`src/rtl/reg_pipe.sv`:
```
// Elastic DEPTH-stage register pipeline; bubbles collapse forward, latency DEPTH cycles, o_ready is a
// combinational ready chain from i_ready. Define REG_PIPE_COUNT_EN to add the registered o_count port.
module reg_pipe #(
  parameter int WIDTH = 8,
  parameter int DEPTH = 2
) (
  input  logic             i_clk,
  input  logic             i_rst,
  input  logic             i_enable,
  input  logic             i_flush,
  input  logic             i_valid,
  input  logic [WIDTH-1:0] i_data,
  output logic             o_ready,
  output logic             o_valid,
  output logic [WIDTH-1:0] o_data,
  input  logic             i_ready
`ifdef REG_PIPE_COUNT_EN
  ,
  output logic [$clog2(DEPTH+1)-1:0] o_count
`endif
);

  logic [DEPTH-1:0] vld_q;
  logic [DEPTH-1:0] vld_d;
  logic [WIDTH-1:0] dat_q [DEPTH];
  logic [WIDTH-1:0] dat_d [DEPTH];
  logic [DEPTH-1:0] load;
  logic [DEPTH-1:0] drain;
  logic             advance;

  assign advance = i_enable & ~i_flush;

  // Ready chain, evaluated from the output side back towards the input.
  always_comb begin
    load           = '0;
    drain          = '0;
    drain[DEPTH-1] = vld_q[DEPTH-1] & i_ready;
    load[DEPTH-1]  = advance & (~vld_q[DEPTH-1] | drain[DEPTH-1]);
    for (int k = DEPTH - 2; k >= 0; k--) begin
      drain[k] = load[k+1];
      load[k]  = advance & (~vld_q[k] | drain[k]);
    end
  end

  // Flush clears only the valid bits; stage data is left untouched.
  always_comb begin
    vld_d = vld_q;
    dat_d = dat_q;
    if (load[0]) begin
      vld_d[0] = i_valid;
      dat_d[0] = i_data;
    end
    for (int k = 1; k < DEPTH; k++) begin
      if (load[k]) begin
        vld_d[k] = vld_q[k-1];
        dat_d[k] = dat_q[k-1];
      end
    end
    if (i_flush) begin
      vld_d = '0;
    end
  end

  always_ff @(posedge i_clk) begin
    if (i_rst) begin
      vld_q <= '0;
      for (int k = 0; k < DEPTH; k++) begin
        dat_q[k] <= '0;
      end
    end else begin
      vld_q <= vld_d;
      dat_q <= dat_d;
    end
  end

  assign o_ready = load[0];
  assign o_valid = vld_q[DEPTH-1];
  assign o_data  = dat_q[DEPTH-1];

`ifdef REG_PIPE_COUNT_EN
  localparam int CW = $clog2(DEPTH + 1);

  logic [CW-1:0] cnt_q;
  logic [CW-1:0] cnt_d;

  always_comb begin
    cnt_d = '0;
    for (int k = 0; k < DEPTH; k++) begin
      cnt_d = cnt_d + CW'(vld_d[k]);
    end
  end

  always_ff @(posedge i_clk) begin
    if (i_rst) begin
      cnt_q <= '0;
    end else begin
      cnt_q <= cnt_d;
    end
  end

  assign o_count = cnt_q;
`endif

endmodule

```
`config.mk`:
```
export PLATFORM = sky130hd
export DESIGN_NAME = reg_pipe
export DESIGN_NICKNAME = d
export VERILOG_FILES = /design/src/rtl/reg_pipe.sv
export SDC_FILE = /design/constraint.sdc
export NUM_CORES = 1
export LEC_CHECK = 0
export ABC_AREA = 1
export BUFFER_PORTS_ARGS = -buffer_cell sky130_fd_sc_hd__buf_4
export CORE_MARGIN = 4
export CORE_UTILIZATION = 52
export CTS_CLUSTER_DIAMETER = 150
export DETAILED_ROUTE_END_ITERATION = 10
export PLACE_DENSITY = 0.81
export SYNTH_ARGS = -nofsm -noshare
export SYNTH_HDL_FRONTEND = slang
export SYNTH_SLANG_ARGS = --single-unit
```
`constraint.sdc`:
```
create_clock -name i_clk -period 1.75 [get_ports i_clk]
set_input_delay 0.35 -clock i_clk [delete_from_list [all_inputs] [get_ports i_clk]]
set_output_delay 0.35 -clock i_clk [all_outputs]
set_load 0.005 [all_outputs]
```
After elaboration in Yosys (flattened, before gate mapping) --
Index checks and enable logic that the tools add are counted.
Storage, ports and cells: bits in registers 18, input bits 14, logic and storage cells 14
Operators by class: reduce and logical (&&, ||, !) cells 1, bitwise gates (word level) 9
Operators by type and width (count):
- bitwise AND 1 bit | 4
- inverter 1 bit | 3
- OR 1 bit | 2
- OR reduction 2 bit | 1

Depth between registers and ports, before layout --
Gate-level depths: netlist of run 1.
word-level depth 5, mapped depth 8, depth with buffers taken out 7

Least setup slack after synthesis of run 1 --
Ideal clock, no wire load.
path type input -> output, start point input port i_ready, end point output port o_ready, setup slack 0.536 ns, data required time 1.400 ns, path buffers 1, stages on the path 5, data arrival time 0.864 ns, cells stage by stage inv_1 -> nand2_1 -> o21ai_4 -> buf_6 -> inv_1
On the way: word-level cells in the longest chain between the ends 5
Ends and longest elaborated chain:
- from (decl) | RTL line 16 | input logic i_ready
- bitwise AND 1 bit | RTL line 37 | drain[DEPTH-1] = vld_q[DEPTH-1] & i_ready;
- OR 1 bit | RTL line 38 | load[DEPTH-1] = advance & (~vld_q[DEPTH-1] | drain[DEPTH-1]);
- bitwise AND 1 bit | RTL line 38
- OR 1 bit | RTL line 41 | load[k] = advance & (~vld_q[k] | drain[k]);
- bitwise AND 1 bit | RTL line 41
- to (decl) | RTL line 13 | output logic o_ready,
Every way passes these cells.

Worst setup path after layout of run 1 --
start point register vld_q[1], end point output port o_ready
On the way: word-level cells in the longest chain between the ends 5
Ends and longest elaborated chain:
- from (decl) | RTL line 23 | logic [DEPTH-1:0] vld_q;
- from (signal assigned) | RTL line 71 | vld_q <= vld_d;
- bitwise AND 1 bit or inverter 1 bit (tied branches) | RTL line 37, 38
- OR 1 bit * | RTL line 38
- bitwise AND 1 bit * | RTL line 38
- OR 1 bit * | RTL line 41
- bitwise AND 1 bit * | RTL line 41
Mark *: on every way between the ends. The rest lies on a longest branch, timed or not.

==> results_dict.tcl, run 1 <==
set metrics [dict create \
    setup_slack_ps 305 \
    cts_setup_buffers 0 \
    skew_ps 11.2 \
    ys_ff_latch 18 \
    crit_start "vld_q[1]" \
    critPathRequiredTime_ps 1400 \
    io-pin-count 24 \
    drtPass1Iterations 4 \
    r2r_start "vld_q[1]" \
    overflow 0 \
    synth_cell_types 12 \
    tightest_slew_ps 430 \
    pre_cts_slack_ps 422 \
    yosysWarnings 0 \
    syn-mean-instance-area_um2 6.95 \
    fin_tns_setup_ps 0 \
    maxCapViolations 0 \
    cp.arrival_ps 1090 \
    setup_viol 0 \
    die-area_um2 2180 \
    synth_area_um2 778 \
    p_leak_uw 0.000501 \
    finalCritPeriodShare_pct 82.6 \
    h-tree-depth 1 \
    floorplan.initialDensity_pct 57.6 \
    grt_pass1_vias 576 \
    die_h_um 46.7 \
    finalHoldViolCount 0 \
    path_max_fanout 3 \
    wl_mm 1.43 \
    rrSetupSlack_ps 550 \
    yosys.area.top_type_share_pct 46.3 \
    critPathCaptureType "output port" \
    grt_start_max_net_pins 18 \
    cts-buffers-inserted 3 \
    ff2ff_path_depth 5 \
    clkTransAtPathRegs_ps 110 \
    slew_viol_final 0 \
    ys_seq_area_share_pct 46.3 \
    wl_per_cell_um 9.95 \
    clock_sinks 18 \
    grt_pass1_wl_mm 2.33 \
    hold_path_depth 3 \
    drive_above_1_share_pct 24.0 \
    synthTopCellsByArea "dfxtp_1, nor2_1, nand2_1" \
    cp-start-kind "flip-flop" \
    finalWeightedCongestion 0.758 \
    ant_nets 0 \
    hold_buffers 0 \
    n_antenna_cell 0 \
    finalCriticalPeriod_ps 1440 \
    hold_class "in2reg" \
    timing.rr.end "o_data[3]" \
    hp-start "i_data[1]" \
    syn-instance-count 112 \
    dieWidth_um 46.7 \
    final_util_pct 69.0 \
    crit_type "reg2out" \
    cts_resized 0 \
    nFillCells 117 \
    nets 144 \
    rows 13 \
    via_per_inst 4.56 \
    slew_headroom_pct 71.3 \
    io_buffers 23 \
    worstSkewPairLatency_ps 300 \
    min_delay_worst_endpoint "dat_q[9]" \
    antenna_found_initial 0 \
    holdWs_ps 265 \
    hpwl_mm 1.02 \
    synth.largest_area_cell "dfxtp_1" \
    clockRootBuffer "clkbuf_4" \
    powerDensity_nw_per_um2 879 \
    drc 0 \
    syn_to_final_growth_pct 19.8 \
    rsz0062_at_grt "false" \
    cts_tree "done" \
    grt_usage_pct 15.3 \
    timing.fmax_mhz 692 \
    drt_iter0_drc 3 \
    vdd_drop_max_mv 0.542 \
    synth_fp_nets 126 \
    cts_buffer_depth 2 \
    status "finished clean" \
    num_vias 657 \
    core-area_um2 1350 \
]
-- power by group --
group / internal [uW] / leakage, uW / total [uW] / switching, uW
sequential: 436 / 0.000148 / 449 / 13.3
combinational: 59.0 / 0.000332 / 116 / 56.6
clock: 127 / 0.0000210 / 255 / 128
-- synthesized netlist by cell type, drive strengths merged --
master,n
a21oi,1
buf,10
clkbuf,1
dfxtp,18
inv,16
nand2,22
nor2,34
o21ai,10
-- cell usage in the layout, fill, tap and decap left out --
| master | instances |
|---|---|
| a21oi_1 | 1 |
| buf_4 | 24 |
| clkbuf_4 | 3 |
| clkbuf_8 | 1 |
| dfxtp_1 | 18 |
| inv_1 | 14 |
| inv_2 | 2 |
| nand2_1 | 22 |
| nor2_1 | 34 |
| o21ai_0 | 9 |
| o21ai_4 | 1 |
-- worst max-delay path: stages (launching register included) --
cell     delay (ps)
dfxtp_1         370
nand2_1         110
o21ai_4         140
inv_1            50
buf_4           130
-- flip-flops by register name (all words and copies together) (netlist names) --
signal,count
dat_q,8
o_data,8
vld_q,2
-- metrics by stage --
step / instances / cell area (um^2) / total power, uW
floorplan: 112 / 778 / 536
global placement: 140 / 896 / 572
detailed placement: 140 / 896 / 574
CTS: 144 / 932 / 826
global route: 144 / 932 / 868
finish: 144 / 932 / 820
-- logic make-up (layout without fill, tap and decap cells) --
| group | count (synthesis) | in the layout | share of synthesized area, % |
|---|---|---|---|
| buffers and inverters | 27 | 44 | 18.2 |
| AND/OR/NAND/NOR | 56 | 56 | 27.0 |
| flip-flops | 18 | 18 | 46.3 |
| AO/OA/AOI/OAI | 11 | 11 | 8.52 |
-- layer usage --
metal	GRT usage (%)	vias up	wire [um]
li1	-	358	-
met1	19.4	271	663
met2	22.3	23	624
met3	5.47	5	108
met4	8.29	0	36
met5	0	-	0
-- how the worst max path moves through the flow --
| stage | endpoint | slack [ps] |
|---|---|---|
| 2_1_floorplan | o_ready | 540 |
| 3_3_place_gp | o_data[6] | 480 |
| 3_5_place_dp | o_data[3] | 420 |
| 4_1_cts | o_ready | 310 |
| 5_1_grt | o_ready | 240 |
| 6_report | o_ready | 310 |
-- cell type report --
type / instances / area (um^2) / share of cell area (%)
Clock buffer: 4 / 36.3 / 3.89
Inverter: 16 / 60.1 / 6.44
Multi-Input combinational cell: 67 / 277 / 29.7
Sequential cell: 18 / 360 / 38.7
Tap cell: 15 / 18.8 / 2.01
Timing Repair Buffer: 24 / 180 / 19.3
(Power assumes the default switching activity.)
==> run 2: changes to the inputs <==
- CORE_ASPECT_RATIO: unset -> 1.25
- CORE_UTILIZATION: 52 -> 43
- PLACE_DENSITY: 0.81 -> 0.72
- clock period: 1.75 -> 1.3 ns (I/O delays scaled with it)
==> run 2 against run 1 <==
  * Non-clock buffer count is 6 higher
  * Flip-flop and latch count stayed put
  * Via count up 0.30%
  * Highest routed layer unchanged
==> results_dict.tcl, run 2 (synthesis results as in run 1) <==
set metrics [dict create \
    skew_ps 1.27 \
    drc 0 \
    nets 150 \
    floorplan.initialDensity_pct 47.4 \
    clkTransAtPathRegs_ps 100 \
    n_antenna_cell 0 \
    critPathRequiredTime_ps 1040 \
    status "finished clean" \
    io-pin-count 24 \
    hold_class "in2reg" \
    pre_cts_slack_ps 76.3 \
    worstSkewPairLatency_ps 280 \
    dieWidth_um 46.1 \
    h-tree-depth 1 \
    maxCapViolations 0 \
    grt_usage_pct 12.9 \
    setup_slack_ps 28.8 \
    critPathCaptureType "output port" \
    overflow 0 \
    cp.arrival_ps 1010 \
    wl_met3_um 81 \
    grt_pass1_wl_mm 2.53 \
    num_vias 659 \
    crit_type "reg2out" \
    met2_length_um 705 \
    slew_headroom_pct 80.1 \
    fin_tns_setup_ps 0 \
    rows 16 \
    wl_met1_um 644 \
    grt_pass1_vias 603 \
    tightest_slew_ps 298 \
    drtPass1Iterations 4 \
    rsz0062_at_grt "true" \
    syn_to_final_growth_pct 27.5 \
    top_layer_used "met4" \
    powerDensity_nw_per_um2 1110 \
    wl_per_cell_um 9.41 \
    hpwl_mm 1.14 \
    clock_sinks 18 \
    cts-buffers-inserted 3 \
    cts_buffer_depth 2 \
    timing.fmax_mhz 787 \
    grt_start_max_net_pins 14 \
    setup_viol 0 \
    die-area_um2 2560 \
    most-common-layout-cells "nor2_1, buf_4, nand2_1, dfxtp_1, inv_1" \
    finalCriticalPeriod_ps 1270 \
    antenna_found_initial 0 \
    io_buffers 23 \
    p_leak_uw 0.000531 \
    die_h_um 55.6 \
    finalCritPeriodShare_pct 97.8 \
    vdd_drop_max_mv 0.522 \
    via_per_inst 4.31 \
    final_common_cell "nor2_1" \
    finalWeightedCongestion 0.749 \
    cp-start-kind "flip-flop" \
    finalHoldViolCount 0 \
    clockRootBuffer "clkbuf_4" \
    drive_above_1_share_pct 31.1 \
    ant_nets 0 \
    cts_tree "done" \
    slew_viol_final 0 \
    core-area_um2 1640 \
    path_max_fanout 2 \
    wl_mm 1.44 \
    drt_iter0_drc 12 \
]
[run 2: changes by cell type in the layout (fill, tap and decap cells not counted)]
cell	delta
buf_4	+5
dfxtp_1	-2
dfxtp_2	+2
nand2_1	-2
nand2_2	+2
buf_6	+1
inv_1	-1
inv_2	+1
[run 2: stage by stage]
stage,std cells,total power [uW],instance area (um^2),hold slack (ps),utilization (%)
after detailed placement,145,778,915,473,55.7
after global placement,145,774,915,470,55.7
final,153,1100,992,194,60.4
after CTS,152,1110,981,190,59.8
after floorplan,112,721,778,395,-
after global routing,153,1160,992,203,60.4
[run 2: critical path, cell delays in order (launching register included)]
cell and delay [ps]:
dfxtp_2 350, nand2_2 70, o21ai_4 160, inv_2 50
buf_6 110
[run 2: path summary, 6_finish.rpt]
check	from	to	slack [ps]	cells after the start
max	vld_q[1]	o_ready	30	4
min	i_data[3]	dat_q[11]	190	3
max reg2reg	vld_q[1]	dat_q[8]	160	7
min reg2reg	o_data[0]	o_data[0]	490	2
[run 2: repair_timing]
item | 4_1_cts | 5_1_grt
resized for setup | 4 | 2
endpoints found under the setup margin | 1 | 9
setup buffers | 3 | 1
pin swaps | 2 | 1
hold buffers | 0 | 0
[run 2: area by class of cell]
| cell class | instances | area, um^2 |
|---|---|---|
| repair buffers | 30 | 229 |
| flip-flops and latches | 18 | 363 |
| clock buffers | 4 | 36.3 |
| fillers | 162 | 649 |
| inverters | 16 | 60.1 |
| multi-input cells | 67 | 282 |
| well taps | 18 | 22.5 |
[run 2: per-layer routing]
metal / up-vias / track usage [%]
met2: 12 / 20.9
met3: 2 / 3.90
met5: - / 0
li1: 370 / -
met1: 275 / 15.8
met4: 0 / 3.66
[run 2: report_power, final]
part | total [uW] | switching, uW | internal, uW
sequential | 605 | 18.2 | 587
combinational | 169 | 78.6 | 90.2
clock | 327 | 157 | 170
total | 1100 | 254 | 847
==> run 3: changes to the inputs <==
- BUFFER_PORTS_ARGS: -buffer_cell sky130_fd_sc_hd__buf_4 -> unset
- CAP_MARGIN: unset -> 15
- CORE_ASPECT_RATIO: 1.25 -> unset
- CORE_UTILIZATION: 43 -> 52
- DONT_BUFFER_PORTS: unset -> 1
- PLACE_DENSITY: 0.72 -> 0.7
- SETUP_SLACK_MARGIN: unset -> 0.5
==> run 3 against run 2 <==
  * First-iteration DRC count shrank 42%
  * Clock power is essentially flat
  * Highest routed layer unchanged
  * Worst hold slack lost 110 ps
  * Final area shrank 10%
  * Power shrank 2.1%
  * Core utilization grew 5.4 points
  * Maximum frequency grew 7.7%
  * Clock skew grew 0.69 ps
  * Worst setup slack gained 91 ps
==> results_dict.tcl, run 3 (synthesis results as in run 1) <==
set metrics [dict create \
    status "finished clean" \
    slowest_stage "dfxtp_2" \
    io-pin-count 24 \
    holdWs_ps 86.8 \
    finalCriticalPeriod_ps 1180 \
    cpLargestDelayFamily "flip-flops" \
    most-common-layout-cells "nor2_1, nand2_1, inv_1, o21ai_2, dfxtp_2" \
    cpPeakStageDelay_ps 380 \
    seqPwrFrac_pct 57.1 \
    grt_start_max_net_pins 17 \
    skew_ps 1.96 \
    vdd_drop_max_mv 0.731 \
    p_leak_uw 0.000427 \
    maxCapViolations 0 \
    cp.arrival_ps 920 \
    wl_per_cell_um 10.7 \
    cpMostUsedCell "inv_2" \
    fin_tns_setup_ps 0 \
    die-area_um2 2180 \
    cts_buffer_depth 2 \
    worstSkewPairLatency_ps 280 \
    path_max_fanout 3 \
    syn_to_final_growth_pct 14.1 \
    drive_above_1_share_pct 33.3 \
    pwr-share-comb_pct 12.4 \
    cts_tree "done" \
    die_h_um 46.7 \
    drtPass1Iterations 4 \
    powerDensity_nw_per_um2 1210 \
    h-tree-depth 1 \
    core-area_um2 1350 \
    fin_cells 126 \
    clkTransAtPathRegs_ps 100 \
    finalWeightedCongestion 0.795 \
    n_antenna_cell 0 \
    slew_headroom_pct 87.5 \
    drc 0 \
    grt_pass1_wl_mm 2.22 \
    ant_nets 0 \
    clkPwrFrac_pct 30.5 \
    hpwl_um 944 \
    net-switching-power_uw 260 \
    final_common_cell "nor2_1" \
    intPower_uw 817 \
    antenna_found_initial 0 \
    cp_cell_sequence "inv_2 -> o21ai_4 -> inv_2" \
    nets 126 \
    dp_cells 119 \
    finalCritPeriodShare_pct 90.8 \
    swShare_pct 24.1 \
    dieWidth_um 46.7 \
    crit_type "reg2out" \
    final_util_pct 65.8 \
    finalHoldViolCount 0 \
    num_vias 577 \
    nFillCells 132 \
    cp_num_buf_inv 2 \
    cts-buffers-inserted 3 \
    io_buffers 0 \
    clock_sinks 18 \
    critPathRequiredTime_ps 1040 \
    setup_viol 0 \
    via_per_inst 4.58 \
    grt_pass1_vias 522 \
    hold_class "in2reg" \
    rows 13 \
    tightest_slew_ps 187 \
    floorplan.initialDensity_pct 57.6 \
    wl_mm 1.34 \
    hold_buffers 0 \
    critPathCaptureType "output port" \
    cp-start-kind "flip-flop" \
    clockRootBuffer "clkbuf_4" \
    grt_usage_pct 14.6 \
    overflow 0 \
    drt_iter0_drc 7 \
    timing.fmax_mhz 848 \
    slew_viol_final 0 \
    rsz0062_at_grt "true" \
]
## run 3: worst register-to-register path, delay by kind of cell, from the launching register on
kind,cells,cell delay [ps]
and+or+nand+nor,3,170
buffers and inverters,2,270
AOI/OAI and AO/OA,1,160
DFF,1,380
## run 3: repair_timing
action	4_1_cts	5_1_grt
buffers inserted	2	1
setup endpoints to repair	28	28
pin swaps	1	3
hold endpoints to repair	0	0
gates resized for setup	21	8
## run 3: per-layer routing
metal | track usage, % | vias up | share of wire, %
li1 | - | 318 | -
met1 | 18.5 | 239 | 44
met2 | 22.5 | 18 | 47
met3 | 4.30 | 2 | 8.0
met4 | 6.63 | 0 | 1.1
met5 | 0 | - | 0
## run 3: cell type report
type                       instances  area (um^2)  area share, %
tap                               15         18.8           2.11
timing repair buffer               6         60.1           6.76
multi-input combinational         67          338           38.0
clock buffer                       4         36.3           4.08
sequential                        18          375           42.3
inverter                          16         60.1           6.76
## run 3: final timing paths
check / startpoint / endpoint / slack [ps] / cells after the start
hold reg to reg: vld_q[0] / vld_q[1] / 490 / 2
setup / recovery: vld_q[0] / o_ready / 120 / 3
setup reg to reg: vld_q[0] / dat_q[12] / 230 / 6
hold / removal: i_data[7] / dat_q[15] / 90 / 2
## run 3: power groups by stage
| stage | clock [uW] | combinational (uW) | sequential [uW] |
|---|---|---|---|
| 4_1_cts | 343 | 121 | 617 |
| 6_report | 328 | 134 | 615 |
| 3_3_place_gp | 0 | 102 | 622 |
| 3_5_place_dp | 0 | 104 | 623 |
| 2_1_floorplan | 0 | 117 | 613 |
| 5_1_grt | 379 | 153 | 622 |
## run 3: metrics by stage
stage	area (um^2)	power, uW	setup slack, ps
after global placement	742	724	193
after CTS	846	1080	105
final	888	1080	120
after detailed placement	742	728	180
after global routing	888	1160	58.3
after floorplan	791	730	236
